[config.mk]
export PLATFORM = sky130hd
export DESIGN_NAME = matvec_pe_array
export DESIGN_NICKNAME = d
export VERILOG_FILES = /design/src/rtl/matvec_pe_array.sv
export SDC_FILE = /design/constraint.sdc
export NUM_CORES = 2
export LEC_CHECK = 0
export ABC_AREA = 1
export CELL_PAD_IN_SITES_DETAIL_PLACEMENT = 1
export CELL_PAD_IN_SITES_GLOBAL_PLACEMENT = 2
export CORE_UTILIZATION = 43
export DETAILED_ROUTE_END_ITERATION = 7
export PLACE_DENSITY = 0.87
export SLEW_MARGIN = 25
export SYNTH_ARGS = -nofsm -noshare
export SYNTH_HDL_FRONTEND = slang
export SYNTH_SLANG_ARGS = --single-unit
[constraint.sdc]
create_clock -name clk -period 12.1 [get_ports clk]
set_input_delay 1.815 -clock clk [delete_from_list [all_inputs] [get_ports clk]]
set_output_delay 1.815 -clock clk [all_outputs]
set_load 0.02 [all_outputs]
[src/rtl/matvec_pe_array.sv]
// Matrix-vector engine: buffers an N x N matrix and an N-vector, computes y = A*b with NUM_PE
// parallel MACs over row groups, and queues results in a FIFO for the transmit side.
module matvec_pe_array #(
  parameter int unsigned DW     = 8,
  parameter int unsigned MAX_N  = 8,
  parameter int unsigned NUM_PE = 4,
  parameter int unsigned ACC_W  = 2 * DW + $clog2(MAX_N)
) (
  input  logic                       clk,
  input  logic                       rst,
  input  logic [$clog2(MAX_N+1)-1:0] n_size,
  input  logic                       start,
  input  logic                       push_A,
  input  logic [DW-1:0]              data_A,
  input  logic                       push_B,
  input  logic [DW-1:0]              data_B,
  input  logic                       pop_res,
  output logic                       full_A,
  output logic                       full_B,
  output logic                       busy,
  output logic                       done,
  output logic                       err,
  output logic                       empty_res,
  output logic [ACC_W-1:0]           res_data
);

  localparam int unsigned NW  = $clog2(MAX_N + 1);
  localparam int unsigned AD  = MAX_N * MAX_N;
  localparam int unsigned MAW = (AD > 1) ? $clog2(AD) : 1;
  localparam int unsigned CAW = $clog2(AD + 1);
  localparam int unsigned IW  = (MAX_N > 1) ? $clog2(MAX_N) : 1;
  localparam int unsigned PW  = (NUM_PE > 1) ? $clog2(NUM_PE) : 1;
  localparam int unsigned AXW = 2 * NW + 2;

  typedef enum logic [1:0] {StIdle, StMac, StDrain} state_e;

  state_e            state_q, state_d;
  logic [NW-1:0]     n_q, n_d;
  logic [NW-1:0]     base_q, base_d;
  logic [IW-1:0]     col_q, col_d;
  logic [PW-1:0]     pe_q, pe_d;
  logic [CAW-1:0]    cnt_a_q, cnt_a_d;
  logic [NW-1:0]     cnt_b_q, cnt_b_d;
  logic [ACC_W-1:0]  acc_q [NUM_PE];
  logic [ACC_W-1:0]  acc_d [NUM_PE];
  logic              err_q, err_d;
  logic              done_q, done_d;

  logic [DW-1:0]     mat_q [AD];
  logic [DW-1:0]     vec_q [MAX_N];
  logic [ACC_W-1:0]  fifo_q [MAX_N];
  logic [IW-1:0]     wr_q, rd_q;
  logic [NW-1:0]     fifo_cnt_q;

  logic              wr_a, wr_b, flush, res_push, do_pop;
  logic [2*NW-1:0]   nn_live;
  logic              a_room, b_room, n_ok, start_ok;
  logic [NW-1:0]     rows_left;
  logic              drain_last, more_rows;

  // Fullness tracks the live n_size so the loader sees it change immediately.
  assign nn_live  = (2*NW)'(n_size) * (2*NW)'(n_size);
  assign full_A   = ((2*NW)'(cnt_a_q) == nn_live);
  assign full_B   = (cnt_b_q == n_size);
  assign a_room   = ((2*NW)'(cnt_a_q) < nn_live) && (cnt_a_q < CAW'(AD));
  assign b_room   = (cnt_b_q < n_size) && (cnt_b_q < NW'(MAX_N));
  assign n_ok     = (n_size != '0) && (n_size <= NW'(MAX_N));
  assign start_ok = n_ok && full_A && full_B;

  assign rows_left  = n_q - base_q;
  assign drain_last = (pe_q == PW'(NUM_PE - 1)) ||
                      ((NW+1)'(pe_q) + (NW+1)'(1) == (NW+1)'(rows_left));
  assign more_rows  = ((NW+1)'(base_q) + (NW+1)'(NUM_PE)) < (NW+1)'(n_q);

  always_comb begin
    logic [NW:0]     row;
    logic [AXW-1:0]  addr;
    logic [2*DW-1:0] prod;
    row      = '0;
    addr     = '0;
    prod     = '0;
    state_d  = state_q;
    n_d      = n_q;
    base_d   = base_q;
    col_d    = col_q;
    pe_d     = pe_q;
    cnt_a_d  = cnt_a_q;
    cnt_b_d  = cnt_b_q;
    acc_d    = acc_q;
    err_d    = 1'b0;
    done_d   = 1'b0;
    wr_a     = 1'b0;
    wr_b     = 1'b0;
    flush    = 1'b0;
    res_push = 1'b0;

    unique case (state_q)
      StIdle: begin
        if (push_A) begin
          if (a_room) begin
            wr_a    = 1'b1;
            cnt_a_d = cnt_a_q + CAW'(1);
          end else begin
            err_d = 1'b1;
          end
        end
        if (push_B) begin
          if (b_room) begin
            wr_b    = 1'b1;
            cnt_b_d = cnt_b_q + NW'(1);
          end else begin
            err_d = 1'b1;
          end
        end
        if (start) begin
          if (start_ok) begin
            state_d = StMac;
            n_d     = n_size;
            base_d  = '0;
            col_d   = '0;
            pe_d    = '0;
            acc_d   = '{default: '0};
            flush   = 1'b1;
          end else begin
            err_d = 1'b1;
          end
        end
      end

      StMac: begin
        err_d = push_A || push_B;
        for (int p = 0; p < int'(NUM_PE); p++) begin
          row = (NW+1)'(base_q) + (NW+1)'(p);
          if (row < (NW+1)'(n_q)) begin
            addr     = AXW'(row) * AXW'(n_q) + AXW'(col_q);
            prod     = (2*DW)'(mat_q[MAW'(addr)]) * (2*DW)'(vec_q[col_q]);
            acc_d[p] = acc_q[p] + ACC_W'(prod);
          end
        end
        if (col_q == IW'(n_q - NW'(1))) begin
          state_d = StDrain;
          pe_d    = '0;
        end else begin
          col_d = col_q + IW'(1);
        end
      end

      StDrain: begin
        err_d    = push_A || push_B;
        res_push = 1'b1;
        if (drain_last) begin
          if (more_rows) begin
            state_d = StMac;
            base_d  = base_q + NW'(NUM_PE);
            col_d   = '0;
            acc_d   = '{default: '0};
          end else begin
            state_d = StIdle;
            done_d  = 1'b1;
            cnt_a_d = '0;
            cnt_b_d = '0;
          end
        end else begin
          pe_d = pe_q + PW'(1);
        end
      end

      default: state_d = StIdle;
    endcase
  end

  always_ff @(posedge clk or negedge rst) begin
    if (!rst) begin
      state_q <= StIdle;
      n_q     <= '0;
      base_q  <= '0;
      col_q   <= '0;
      pe_q    <= '0;
      cnt_a_q <= '0;
      cnt_b_q <= '0;
      acc_q   <= '{default: '0};
      err_q   <= 1'b0;
      done_q  <= 1'b0;
    end else begin
      state_q <= state_d;
      n_q     <= n_d;
      base_q  <= base_d;
      col_q   <= col_d;
      pe_q    <= pe_d;
      cnt_a_q <= cnt_a_d;
      cnt_b_q <= cnt_b_d;
      acc_q   <= acc_d;
      err_q   <= err_d;
      done_q  <= done_d;
    end
  end

  // Element storage carries no reset; validity is tracked by the counters.
  always_ff @(posedge clk) begin
    if (wr_a) mat_q[MAW'(cnt_a_q)] <= data_A;
    if (wr_b) vec_q[IW'(cnt_b_q)] <= data_B;
    if (res_push) fifo_q[wr_q] <= acc_q[pe_q];
  end

  function automatic logic [IW-1:0] ptr_inc(input logic [IW-1:0] p);
    return (p == IW'(MAX_N - 1)) ? '0 : p + IW'(1);
  endfunction

  assign do_pop = pop_res && (fifo_cnt_q != '0);

  always_ff @(posedge clk or negedge rst) begin
    if (!rst) begin
      wr_q       <= '0;
      rd_q       <= '0;
      fifo_cnt_q <= '0;
    end else if (flush) begin
      wr_q       <= '0;
      rd_q       <= '0;
      fifo_cnt_q <= '0;
    end else begin
      if (res_push) wr_q <= ptr_inc(wr_q);
      if (do_pop) rd_q <= ptr_inc(rd_q);
      if (res_push && !do_pop) begin
        fifo_cnt_q <= fifo_cnt_q + NW'(1);
      end else if (!res_push && do_pop) begin
        fifo_cnt_q <= fifo_cnt_q - NW'(1);
      end
    end
  end

  assign empty_res = (fifo_cnt_q == '0);
  assign res_data  = empty_res ? '0 : fifo_q[rd_q];
  assign busy      = (state_q != StIdle);
  assign done      = done_q;
  assign err       = err_q;

endmodule

# Yosys cells after proc, flatten, opt, wreduce, memory -nomap -nowiden
# Memory sizes are Yosys's and may differ from the RTL's.
# Index checks and enable logic that the tools add are counted.
# W data, S select, Z words.
dict set report classes {
  order_cmp 11
  multipliers 9
  addsub 24
  n_mux 80
  n_reduce_logical 34
  eq_ne 25
  n_bitwise 1
}
# op count
set ops {}
lappend ops {{$mux W76} 4}
lappend ops {{$pmux W76 S3} 1}
lappend ops {{$mux W19} 7}
lappend ops {{$add A19 B16 Y19} 4}
lappend ops {{$mul A8 B8 Y16} 4}
lappend ops {{$mux W4} 11}
lappend ops {{$bmux W19 S2} 1}
lappend ops {{$mux W3} 11}
lappend ops {{$ne A2 B2 Y1 const B} 16}
lappend ops {{$reduce_and A6 Y1} 5}
lappend ops {{$mux W7} 4}
lappend ops {{$mux W1} 26}
lappend ops {{$add A6 B3 Y6} 4}
lappend ops {{$lt A5 B4 Y1} 4}
lappend ops {{$reduce_and A5 Y1} 4}
lappend ops {{$mul A5 B4 Y6} 3}
lappend ops {{$mux W2} 8}
lappend ops {{$pmux W4 S2} 2}
lappend ops {{$pmux W7 S2} 1}
lappend ops {{$pmux W2 S3} 2}
lappend ops {{$add A4 B2 Y5 const B} 2}
lappend ops {{$add A3 B1 Y3 const B} 3}
lappend ops {{$pmux W3 S3} 1}
lappend ops {{$add A4 B1 Y4 const B} 2}
lappend ops {{37 further kinds} 54}
dict set report totals {
  out_inout_bits 25
  elab_cells 203
  mem_count 3
  input_bits 26
  ff_bits 114
  ram_bits 728
}
# memory words word_bits rd rd_ports_with_merged_regs write_ports line_no
set memory_table {}
lappend memory_table {mat_q 64 8 4 0 1 49} ;# logic [DW-1:0] mat_q [AD];
lappend memory_table {fifo_q 8 19 1 0 1 51} ;# logic [ACC_W-1:0] fifo_q [MAX_N];
lappend memory_table {vec_q 8 8 1 0 1 50} ;# logic [DW-1:0] vec_q [MAX_N];

# Depth between registers and ports, before layout
dict set report logic_depth {
  depth_word 10
  depth_mapped 38
}

# Worst setup path before layout
# OpenSTA, ideal clock, no wires.
dict set report synth_timing {
  kind {register -> register}
  from {register n_q[2]}
  to {register acc_q[30] in the netlist's numbering}
  t_arrival_ps 6911
  path_slack_ps 5106
  n_path_buf 0
  required_time_ps 12017
  period_less_slack_ps 6994
  stages_incl_launch_ff 33
  cell_sequence {dfrtp_1 > ha_1 > xor2_1 > ha_1 > inv_1 > fa_1 > inv_1 > ha_1 > ha_1 > nand2_1 > o21ai_1 > xor2_1 > xor2_2 > inv_4 > nand2_1 > nand2_1 > inv_1 > nand2_1 > fa_1 > inv_1 > fa_1 > inv_1 > fa_1 > fa_1 > inv_1 > ha_1 > inv_1 > o21ai_0 > nand2_1 > nand2_1 > xnor2_1 > or2_2 > o21ai_0}
}
dict set report synth_between {
  elab_chain_cells 7
  word_cells_on_any_way 16
}
# element line_no
set synth_lines {}
lappend synth_lines {{start: declaration} 38} ;# logic [NW-1:0] n_q, n_d;
lappend synth_lines {{start signal: assignment} 186} ;# n_q <= n_d;
lappend synth_lines {{$mul A5 B4 Y6} 135} ;# addr = AXW'(row) * AXW'(n_q) + AXW'(col_q);
lappend synth_lines {{$add A6 B3 Y6} 135}
lappend synth_lines {{$mem_v2 Z64 W8} n/a}
lappend synth_lines {{$mul A8 B8 Y16} 136} ;# prod = (2*DW)'(mat_q[MAW'(addr)]) * (2*DW)'(vec_q[col_q]);
lappend synth_lines {{$add A19 B16 Y19} 137} ;# acc_d[p] = acc_q[p] + ACC_W'(prod);
lappend synth_lines {{$mux W19} 134} ;# if (row < (NW+1)'(n_q)) begin
lappend synth_lines {{$pmux W76 S3} 97} ;# unique case (state_q)
lappend synth_lines {{end signal: assignment} 181} ;# acc_q <= '{default: '0};
lappend synth_lines {{end signal: assignment} 192} ;# acc_q <= acc_d;
lappend synth_lines {{end: declaration} 44} ;# logic [ACC_W-1:0] acc_q [NUM_PE];
# Several ways; a longest one is shown, not always the timed one. The select of a mux whose other input is x is not followed.
# A chain may end at the register's enable or synchronous reset.

# Final worst setup path
dict set report layout_timing {
  from {register n_q[0]}
  to {register acc_q[30] in the netlist's numbering}
}
# Same word-level chain as after synthesis.

==> run summary <==
Core region area: 135,000 sq um
CP arrival: 10,020 ps
Largest stage delay, worst path: 1330 ps
DRC: 0
Chip height: 371 um
Port Buffers: 50
Yosys warning total: 0
Yosys cell types: 51
Critical path endpoint category: register
WL per Instance: 26.0 um
Fin Setup TNS: 0 ps
Avg Vias per Cell: 5.92
Internal reg-to-reg setup slack: 2710 ps
Layout Nets: 7,651
Most frequent cells in the layout: 2,070 x nand2_1, 876 x nand3_1, 830 x o21ai_0, 808 x inv_1, 728 x edfxtp_1
CP top delay family: adder cells
Tmin final: 9390 ps
CP Launch Type: register
RSZ-0062 raised after global routing: no
Reg-to-reg startpoint: n_q[0]
Fin Hold WS: 486 ps
Die X-Extent: 371 um
Via count: 53,400
Post-cts gate resize count: 0
Area of the multi-input gates: 29,300 sq um
Number of global-route vias before repair: 54,400
Layout cells sized above 1: 5.62%
Commonest non-fill, non-tap cell in the layout: nand2_1
Initial Utilization: 43.3%
Clock latency on the worst-skew pair: 750 ps
Register area share after synthesis: 42.1%
Clk pin slew, worst setup/hold paths: 60 ps
Final Hold Viols: 0
Worst r2r dst: acc_q[30]
CTS Sinks: 840
Detailed Place HPWL: 160 mm
Gr ovfl total: 0
GP Congestion: 0.941
Worst Path Required: 12,730 ps
Largest net degree at the start of global routing: 193
Post-CTS Setup Bufs: 0
Hold Crit Depth: 2
Clock root buffer: clkbuf_16
Final Slew Violations: 0
CTS tree: yes
Hold buffers post-CTS: 0
1st-iter DRT viols: 6,135
Final WL: 235 mm
Layout Skew: 39.9 ps
IO Pins: 51
Fill count: 16,100
CP bufs+invs: 9
CP Max Fanout: 41
Max clock buf depth: 3
Post-Syn Instances: 7,321
Die Area: 138,000 sq um
Num CTS Buffers: 97
Row cnt: 135
First-pass GRT wire length: 350 mm
Mapped cell area: 58,600 sq um
Initial antenna violation count: 6
H-Tree Depth: 3
Max-Cap Viols: 0
Worst R2R Path Depth: 31
Total Routing Usage GR: 34.1%
Syn Area/Cell: 8.00 sq um
Period utilisation layout: 77.6%
FMAX: 0.106 GHz
Setup Viol. Count Final: 0
Worst Tran Pin Value: 1230 ps
Hold Path Class: register to register
Hold_sp: acc_q[52]
Register bit total from synthesis: 840
Hold EP: acc_q[52]
Outcome: complete, no violations
Reg area: 24,700 sq um
Iteration count of the initial detailed-routing pass: 6
Critical-path cell with the highest stage delay: fa_4
Antenna-violating nets left: 0
Rel. slew slack: 18.1%
Area grow syn2layout: 9.16%
Kind of critical path: register to register
-- sequential cells by signal, summed over array words and instances, names as in the netlist --
signal	cells
base_q	2
cnt_a_q	7
fifo_q	152
mat_q	512
done	1
acc_q	76
vec_q	64
fifo_cnt_q	4
col_q	3
cnt_b_q	4
n_q	4
state_q	2
wr_q	3
err	1
pe_q	2
rd_q	3
-- cell families after synthesis --
| group | count (synthesis) | share of synthesized area (%) |
|---|---|---|
| buffers and inverters | 1252 | 8.34 |
| xor gates and xnor gates | 55 | 0.989 |
| DFF | 840 | 42.1 |
| adders and majority gates | 467 | 12.8 |
| AOI/OAI and AO/OA | 1198 | 10.8 |
| and+or+nand+nor | 3500 | 24.9 |
| muxes | 7 | 0.120 |
| other | 2 | 0.0128 |
-- routing by layer --
metal	track usage (%)	part of all wire [%]	vias to the layer above
li1	-	-	23800
met1	48.4	43	26800
met2	52.0	44	2400
met3	6.07	9.1	444
met4	12.6	3.6	0
met5	0	0	-
-- worst max-delay path by stage --
stage	from	to	slack (ps)	cells after the start
floorplan	n_q[2]	acc_q[30]	5110	32
global placement	n_q[3]	acc_q[11]	2760	35
detailed placement	n_q[0]	acc_q[30]	3000	31
CTS	n_q[0]	acc_q[30]	2910	31
global route	n_q[0]	acc_q[30]	2390	31
finish	n_q[0]	acc_q[30]	2710	31
-- cell usage after synthesis (all sizes together) --
cell type | count | area [sq um]
nand2 | 2102 | 7990
nand3 | 880 | 4420
o21ai | 845 | 4250
inv | 835 | 3140
edfxtp | 728 | 21900
nor2 | 449 | 1710
ha | 250 | 3130
clkbuf | 236 | 887
a21oi | 222 | 1110
fa | 217 | 4340
buf | 176 | 837
dfrtp | 112 | 2800
o211ai | 43 | 323
xor2 | 42 | 435
o22ai | 29 | 181
or2 | 28 | 175
a31oi | 20 | 125
a32o | 16 | 160
nand3b | 13 | 101
xnor2 | 13 | 144
nand4 | 12 | 75.1
nor3 | 12 | 65.1
mux2i | 7 | 70.1
o21bai | 6 | 45.0
a211oi | 5 | 37.5
clkinv | 5 | 18.8
a21o | 4 | 30.0
nor4 | 4 | 25.0
o21a | 4 | 30.0
o31ai | 3 | 22.5
conb | 2 | 7.51
o211a | 1 | 10.0
-- area by class of cell --
| class | instances | area share [%] |
|---|---|---|
| multi-input combinational | 5239 | 45.8 |
| tap | 1781 | 3.49 |
| inverter | 840 | 4.96 |
| timing repair buffer | 140 | 1.87 |
| clock inverter | 61 | 1.29 |
| clock buffer | 120 | 3.98 |
| antenna | 6 | 0.0235 |
| sequential | 840 | 38.6 |
-- tightest hold or removal path: stages (launching register included) --
cell and delay [ps]:
dfrtp_1 340, nand2_1 50, o21ai_0 60
-- per-stage QoR --
stage / area, sq um / utilization [%] / std cells / worst slack (ps)
2_1_floorplan: 58600 / - / 7331 / 5110
4_1_cts: 63900 / 47.2 / 9021 / 2910
6_report: 63900 / 47.3 / 9027 / 2710
5_1_grt: 63900 / 47.2 / 9021 / 2390
3_5_place_dp: 60500 / 44.7 / 8840 / 3000
3_3_place_gp: 60500 / 44.7 / 8839 / 2760
Power is left out: the tool's default activity adds up to more than one toggle a clock period on the data nets, which glitch-free logic cannot reach.
